--- config.mk ---
export PLATFORM = sky130hd
export DESIGN_NAME = fifo_flex
export DESIGN_NICKNAME = d
export VERILOG_FILES = /design/src/rtl/fifo_flex.sv
export SDC_FILE = /design/constraint.sdc
export NUM_CORES = 1
export LEC_CHECK = 0
export ABC_AREA = 1
export BUFFER_PORTS_ARGS = -buffer_cell sky130_fd_sc_hd__buf_2
export CORE_MARGIN = 1.5
export CORE_UTILIZATION = 65
export CTS_BUF_LIST = sky130_fd_sc_hd__clkbuf_4
export CTS_CLUSTER_DIAMETER = 120
export DETAILED_ROUTE_END_ITERATION = 10
export HOLD_SLACK_MARGIN = 0.03
export PLACE_DENSITY = 0.84
export SLEW_MARGIN = 20
export SYNTH_ARGS = -nofsm -noshare
export SYNTH_HDL_FRONTEND = slang
export SYNTH_SLANG_ARGS = --single-unit
--- constraint.sdc ---
create_clock -name clk -period 3.65 [get_ports clk]
set_input_delay 0.1825 -clock clk [delete_from_list [all_inputs] [get_ports clk]]
set_output_delay 0.1825 -clock clk [all_outputs]
set_load 0.02 [all_outputs]
--- src/rtl/fifo_flex.sv ---
// fifo_flex: single-clock valid/ready stream FIFO with arbitrary depth,
// occupancy count, almost-full/almost-empty flags and synchronous flush.
// First-word-fall-through: the head entry is visible on deq_data whenever
// deq_valid is high. All handshake outputs derive from registered state only.
module fifo_flex #(
  parameter int DATA_WIDTH = 8,
  parameter int DEPTH      = 12,
  parameter int AF_THRESH  = DEPTH - 2,
  parameter int AE_THRESH  = 2,
  localparam int CW        = $clog2(DEPTH + 1)
) (
  input  logic                  clk,
  input  logic                  reset,
  input  logic                  flush,
  input  logic                  enq_valid,
  input  logic [DATA_WIDTH-1:0] enq_data,
  output logic                  enq_ready,
  input  logic                  deq_ready,
  output logic [DATA_WIDTH-1:0] deq_data,
  output logic                  deq_valid,
  output logic [CW-1:0]         count,
  output logic                  almost_full,
  output logic                  almost_empty
);

  localparam int PW = (DEPTH > 1) ? $clog2(DEPTH) : 1;

  localparam logic [CW-1:0] COUNT_FULL = CW'(DEPTH);
  localparam logic [CW-1:0] AF_LEVEL   = CW'(AF_THRESH);
  localparam logic [CW-1:0] AE_LEVEL   = CW'(AE_THRESH);
  localparam logic [PW-1:0] PTR_LAST   = PW'(DEPTH - 1);

  logic [DATA_WIDTH-1:0] mem_q [DEPTH];

  logic [PW-1:0] wr_ptr_q, wr_ptr_d;
  logic [PW-1:0] rd_ptr_q, rd_ptr_d;
  logic [CW-1:0] count_q,  count_d;

  logic enq_fire;
  logic deq_fire;
  logic discard;

  // Handshake status and flags, purely from registered occupancy
  always_comb begin
    enq_ready    = (count_q != COUNT_FULL);
    deq_valid    = (count_q != '0);
    count        = count_q;
    almost_full  = (count_q >= AF_LEVEL);
    almost_empty = (count_q <= AE_LEVEL);
    deq_data     = mem_q[rd_ptr_q];
  end

  // Transfer qualification; reset and flush cancel any transfer this cycle
  always_comb begin
    discard  = reset || flush;
    enq_fire = enq_valid && enq_ready && !discard;
    deq_fire = deq_valid && deq_ready && !discard;
  end

  // Next-state pointers and occupancy; wrap is explicit at DEPTH-1 so any
  // depth works, not only powers of two
  always_comb begin
    wr_ptr_d = wr_ptr_q;
    rd_ptr_d = rd_ptr_q;
    count_d  = count_q;
    if (discard) begin
      wr_ptr_d = '0;
      rd_ptr_d = '0;
      count_d  = '0;
    end else begin
      if (enq_fire) begin
        wr_ptr_d = (wr_ptr_q == PTR_LAST) ? '0 : wr_ptr_q + PW'(1);
      end
      if (deq_fire) begin
        rd_ptr_d = (rd_ptr_q == PTR_LAST) ? '0 : rd_ptr_q + PW'(1);
      end
      unique case ({enq_fire, deq_fire})
        2'b10:   count_d = count_q + CW'(1);
        2'b01:   count_d = count_q - CW'(1);
        default: count_d = count_q;
      endcase
    end
  end

  // Pointer and count registers with synchronous active-high reset
  always_ff @(posedge clk) begin
    if (reset) begin
      wr_ptr_q <= '0;
      rd_ptr_q <= '0;
      count_q  <= '0;
    end else begin
      wr_ptr_q <= wr_ptr_d;
      rd_ptr_q <= rd_ptr_d;
      count_q  <= count_d;
    end
  end

  // Storage write; the array itself is never reset
  always_ff @(posedge clk) begin
    if (enq_fire) begin
      mem_q[wr_ptr_q] <= enq_data;
    end
  end

endmodule

# == Yosys cells after proc, flatten, opt, wreduce, memory -nomap -nowiden ==
# Memories as Yosys holds them, arrays and structs flattened. A register that Yosys moved wholly into a read port is not among the register bits.
# Cells that the tools add are included.
# totals
register_bits,12
ram_bits,96
in_bits,13
output_inout_bits,16
elab_cells,31
n_memories,1
# op_classes
add_sub_neg,4
order_cmp,2
eq_ne,5
mux,7
n_reduce_logical,9
# mem_list
memory,words,word_bits,read_ports,rd_clocked_by_memory_dff,write_ports,line,text
mem_q,12,8,1,1,1,33,logic [DATA_WIDTH-1:0] mem_q [DEPTH];
# ops
operator,n
2-to-1 mux 4 bit,4
adder 4 x 1 -> 4 bit (second input constant),3
equality test 4 bit (second input constant),2
case mux 4 bit (2 select lines),1
>= comparator 4 bit (second input constant),1
less-or-equal comparator 4 x 2 -> 1 bit (second input constant),1
logical AND 1 bit,4
inequality test 4 bit (second input constant),1
nonzero test 4 bit,1
subtractor 4 x 1 -> 4 bit (second input constant),1
equality test 2 x 1 -> 1 bit (second input constant),1
equality test 2 bit (second input constant),1
2-to-1 mux 1 bit,2
nonzero test 2 bit,1
OR reduction 2 bit,1
zero test 1 bit,1
logical OR 1 bit,1

# == Depth between registers and ports, before layout ==
# logic_depth
ltp_word,5
ltp_mapped,14
depth_no_buf,13

# == Worst setup path after synthesis ==
# Ideal clock, no wire load.
# synth_path
kind,register -> register
startpoint,register count_q[1] (netlist: count[1])
endpoint,"memory mem_q[0][0], enable pin"
t_arrival_ns,1.757
t_required_ns,3.267
setup_slack_ns,1.509
stages_incl_launch_ff,6
n_path_buf,1
period_less_slack_ns,2.141
cell_sequence,dfxtp_1 -> nor2_1 -> nand2_1 -> nand2_2 -> buf_2 -> nor3_1
# synth_via
elab_chain_cells,5
# synth_rtl
element,line,text
"start, declared",37,"logic [CW-1:0] count_q, count_d;"
"start signal, assigned",94,count_q <= count_d;
inequality test 4 bit,45,enq_ready = (count_q != COUNT_FULL);
named net enq_ready,17,"output logic enq_ready,"
logical AND 1 bit (2 in series),56,enq_fire = enq_valid && enq_ready && !discard;
2-to-1 mux 1 bit,100,if (enq_fire) begin
2-to-1 mux 1 bit (not written as such),101,mem_q[wr_ptr_q] <= enq_data;
"end, declared",33,
# The timed path passes the listed nets, and every way through them passes these cells.

==> impl.org <==
** STA
- For the final routed database, the setup TNS stands at 0 ns.
- Portion of the clock cycle consumed by the worst path in the final layout :: 0.802
- Highest achievable clock rate :: 341 MHz
- Final Hold Viols :: 0
- Setup repair after global routing missed its margin :: false
- Actual slew at the worst max-slew pin :: 0.932 ns
- Setup violations remaining at the end of the flow were counted as 0.
- Max_slew headroom :: 0.378
- Final min period :: 2.93 ns
- The clock arrives with 0.0268 ns of skew.
- Hold_ws :: 0.0412 ns
- The max-slew violation count was 0.

** Job
- Across the run, the number of max-cap violations was 0.

** Worst setup path
- The critical path runs through a total of 7 cells.
- End of the worst register-to-register path :: mem_q[7][5]$_DFFE_PP_
- At the worst endpoint, the required time is 3.47 ns.
- STA classifies the critical path endpoint as an output pin.
- The number of cells on the worst reg-to-reg path is 6.
- Setup slack on the worst reg-to-reg path comes out at 1.42 ns.
- Critical-path top delay cell :: dfxtp_1
- Combined buffer and inverter count along the critical path :: 2
- Crit Reg-Reg Startpoint :: count[1]$_SDFFE_PP0P_
- On the worst path, the slowest cell contributes a delay of 0.96 ns.
- STA puts the critical path data arrival time at 2.75 ns.
- Critical path, cell by cell :: inv_1 -> o21ai_0 -> o22ai_1 -> nand2_1 -> nand2_1 -> o21a_1 -> buf_2
- The worst setup path is of the reg2out kind.
- Along the worst path, the maximum fanout reaches 30.
- STA classifies the critical path startpoint as a register.
- Crit path max-delay family :: flip-flops
- Counting stages on the worst path, the most repeated cell is nand2_1.
- The most critical setup path has its endpoint at deq_data[0].

** Final layout
- In the final layout, the share of cells above drive strength 1 is 0.144.
- The repair_antennas step left the layout with diodes totalling 0.
- The final layout contains 465 nets.
- Util after Layout :: 0.741
- Signed area change from the synthesized netlist to the final layout :: 8.69%
- Number of fill cells in the layout :: 473

** Run status
- Result of the run :: complete, no violations

** Clock tree
- Clock buffer count from CTS :: 9
- Clock-pin slew was measured on the worst setup and hold paths at 0.17 ns.
- Quantity of hold-fixing buffers added after cts :: 2
- Number of post-CTS setup repair buffers :: 0
- Sink Count :: 112
- Gates resized, CTS repair :: 0
- Clock latency at the later pin of the worst-skew pair :: 0.47 ns
- The root buffer cell chosen for the clock tree is clkbuf_4.
- H-tree depth reported by CTS :: 3
- Maximum buffer depth of the clock tree :: 2
- CTS tree :: built

** Place
- The congestion estimate from routability-driven global placement came to 0.915.
- Detailed placement ended at an HPWL of 6.18 mm.
- Port buffering added 28 buffers.

** GRT
- Wire length of the first global-routing pass :: 14.4 mm
- Number of global-route vias before repair :: 2958
- The number of antenna violations at the first check in global routing is 0.
- Largest net degree at the start of global routing :: 50
- Across every metal layer, demand over resource in global routing totals 0.254.
- Summed over all layers, the global routing overflow is 0.

** Drt
- The first TritonRoute pass finished after 5 iterations.
- Dividing the detail-routed wire length by the instance count gives 17.2 um.
- The final layout contains routed wiring with a total length of 9.40 mm.
- DRC :: 0
- In the routed layout, each cell is associated on average with a via count of 5.87.
- Iteration-0 DRC Markers :: 360
- The routed layout has 3203 vias.
- The count of nets left with antenna violations once routing finished came out at 0.

** Synth
- Yosys attributes the largest share of cell area to edfxtp_1, dfxtp_1, o21ai_0, nor2_1, nand2_1.
- Of the post-synthesis cell area, the dominant cell type holds 0.616.
- Dominant cell type by area after synthesis :: edfxtp_1
- Synthesis produced a netlist with a net count of 431.
- Synthesis inferred 112 register bits.
- Counting every instance in the synthesized netlist gives 411.
- The mapped netlist covers 0.00468 mm^2.
- Number of distinct library cells after synthesis :: 31
- The average instance in the mapped netlist occupies 11.4 um^2.
- During synthesis, Yosys emitted a total of 0 warnings.
- For this run, the register share of the synthesized area comes to 0.684.

** Min path
- Hold crit path type :: in2reg
- The startpoint identified for the worst hold timing path is flush.

** Floorplanning
- The die covers 0.00772 mm^2.
- Die width :: 87.9 um
- Pin placement for this block handled 29 I/O pins.
- The total area inside the core boundary comes to 0.00687 mm^2.
- FP Rows :: 30
- Starting density of the core :: 0.681
- The die is 87.9 um tall.

** Pwr
- Power density cells :: 403 mW/mm^2
- In this run the static leakage power is 0.00186 uW.
- Worst voltage drop across the vdd grid :: 0.246 mV
- Overall power consumption after layout is estimated at 2050 uW.
-- how the worst min path moves through the flow --
stage | to | cells after the start | slack (ns)
floorplan | mem_q[0][0]$_DFFE_PP_ | 0 | 0.28
global placement | count[3]$_SDFFE_PP0P_ | 4 | 0.49
detailed placement | wr_ptr_q[2]$_SDFFE_PP0P_ | 2 | 0.50
CTS | count[1]$_SDFFE_PP0P_ | 4 | 0.04
global route | mem_q[11][1]$_DFFE_PP_ | 1 | 0.03
finish | count[1]$_SDFFE_PP0P_ | 4 | 0.04
-- layout make-up --
type                       instances  area (um^2)  share of cell area
tap                               96          120              0.0236
clock buffer                      10         75.1              0.0148
sequential                       112         3200               0.630
timing repair buffer              40          238              0.0467
clock inverter                     6         57.6              0.0113
multi-input combinational        250         1270               0.250
inverter                          32          120              0.0236
-- synthesized netlist by cell type --
| master | instances |
|---|---|
| o211a_1 | 1 |
| buf_4 | 4 |
| o21ai_0 | 61 |
| buf_2 | 8 |
| nor2_8 | 1 |
| o21bai_1 | 1 |
| xor2_1 | 5 |
| clkbuf_1 | 5 |
| nand3_1 | 8 |
| nor2_4 | 1 |
| or2_1 | 1 |
| o211ai_1 | 3 |
| ha_1 | 7 |
| nand2_1 | 47 |
| nand2_2 | 1 |
| o21a_1 | 1 |
| nor2_2 | 3 |
| edfxtp_1 | 96 |
| inv_2 | 4 |
| o22ai_1 | 18 |
| nor3_1 | 10 |
| nand4_1 | 1 |
| nand3b_1 | 1 |
| a31oi_1 | 1 |
| inv_1 | 28 |
| nand2_4 | 1 |
| o221ai_1 | 1 |
| nor2_1 | 62 |
| dfxtp_1 | 16 |
| o21ai_1 | 2 |
| a21oi_1 | 12 |
-- tightest hold or removal path, delay by kind of cell --
| family | cells | cell delay, ns |
|---|---|---|
| AND/OR/NAND/NOR | 1 | 0.07 |
| AO/OA/AOI/OAI | 2 | 0.11 |
| buffers and inverters | 1 | 0.11 |
-- cells by family (layout without fill, tap and decap cells) --
logic type	count (synthesis)	after routing	synth area share
AND/OR/NAND/NOR	137	137	0.125
flip-flops	112	112	0.684
AO/OA/AOI/OAI	101	101	0.118
buffers and inverters	49	88	0.0446
adder cells (fa/ha/maj)	7	7	0.0187
XOR/XNOR	5	5	0.00936
-- flip-flops by register name (all words and copies together), names as in the netlist, named ones only --
| register | count |
|---|---|
| count | 4 |
| mem_q | 96 |
| rd_ptr_q | 4 |
| wr_ptr_q | 4 |
-- placed cells by master (no fill, tap or decap), drive strengths merged --
cell type,count
o211a,1
o21a,1
nor2,67
nor3,10
nand4,1
a31oi,1
nand2,49
nand3b,1
o21ai,63
xor2,5
ha,7
a21oi,12
o221ai,1
dfxtp,16
buf,37
clkinv,1
o211ai,3
or2,1
dlygate4sd3,3
inv,37
o22ai,18
nand3,8
o21bai,1
clkbuf,10
edfxtp,96
-- metrics by stage --
stage	instance area, um^2	setup slack, ns	instances
floorplan	4680	1.51	411
global placement	4920	1.35	527
detailed placement	4920	1.26	527
CTS	5070	0.753	545
global route	5090	0.470	546
finish	5090	0.721	546
-- routing by layer --
layer  GRT usage  up-vias  part of all wire
met4      0.0722        0             0.016
li1            -     1516                 -
met2       0.434      129              0.51
met3      0.0490       16             0.061
met5           0        -                 0
met1       0.335     1542              0.41
-- power breakdown --
part	leakage (uW)	total, uW	switching [uW]	internal (uW)
sequential	0.000993	1390	2.75	1390
clock	0.0000758	584	417	167
combinational	0.000796	73.5	52.2	21.3
Note: power is estimated with default switching activity, not from simulation.
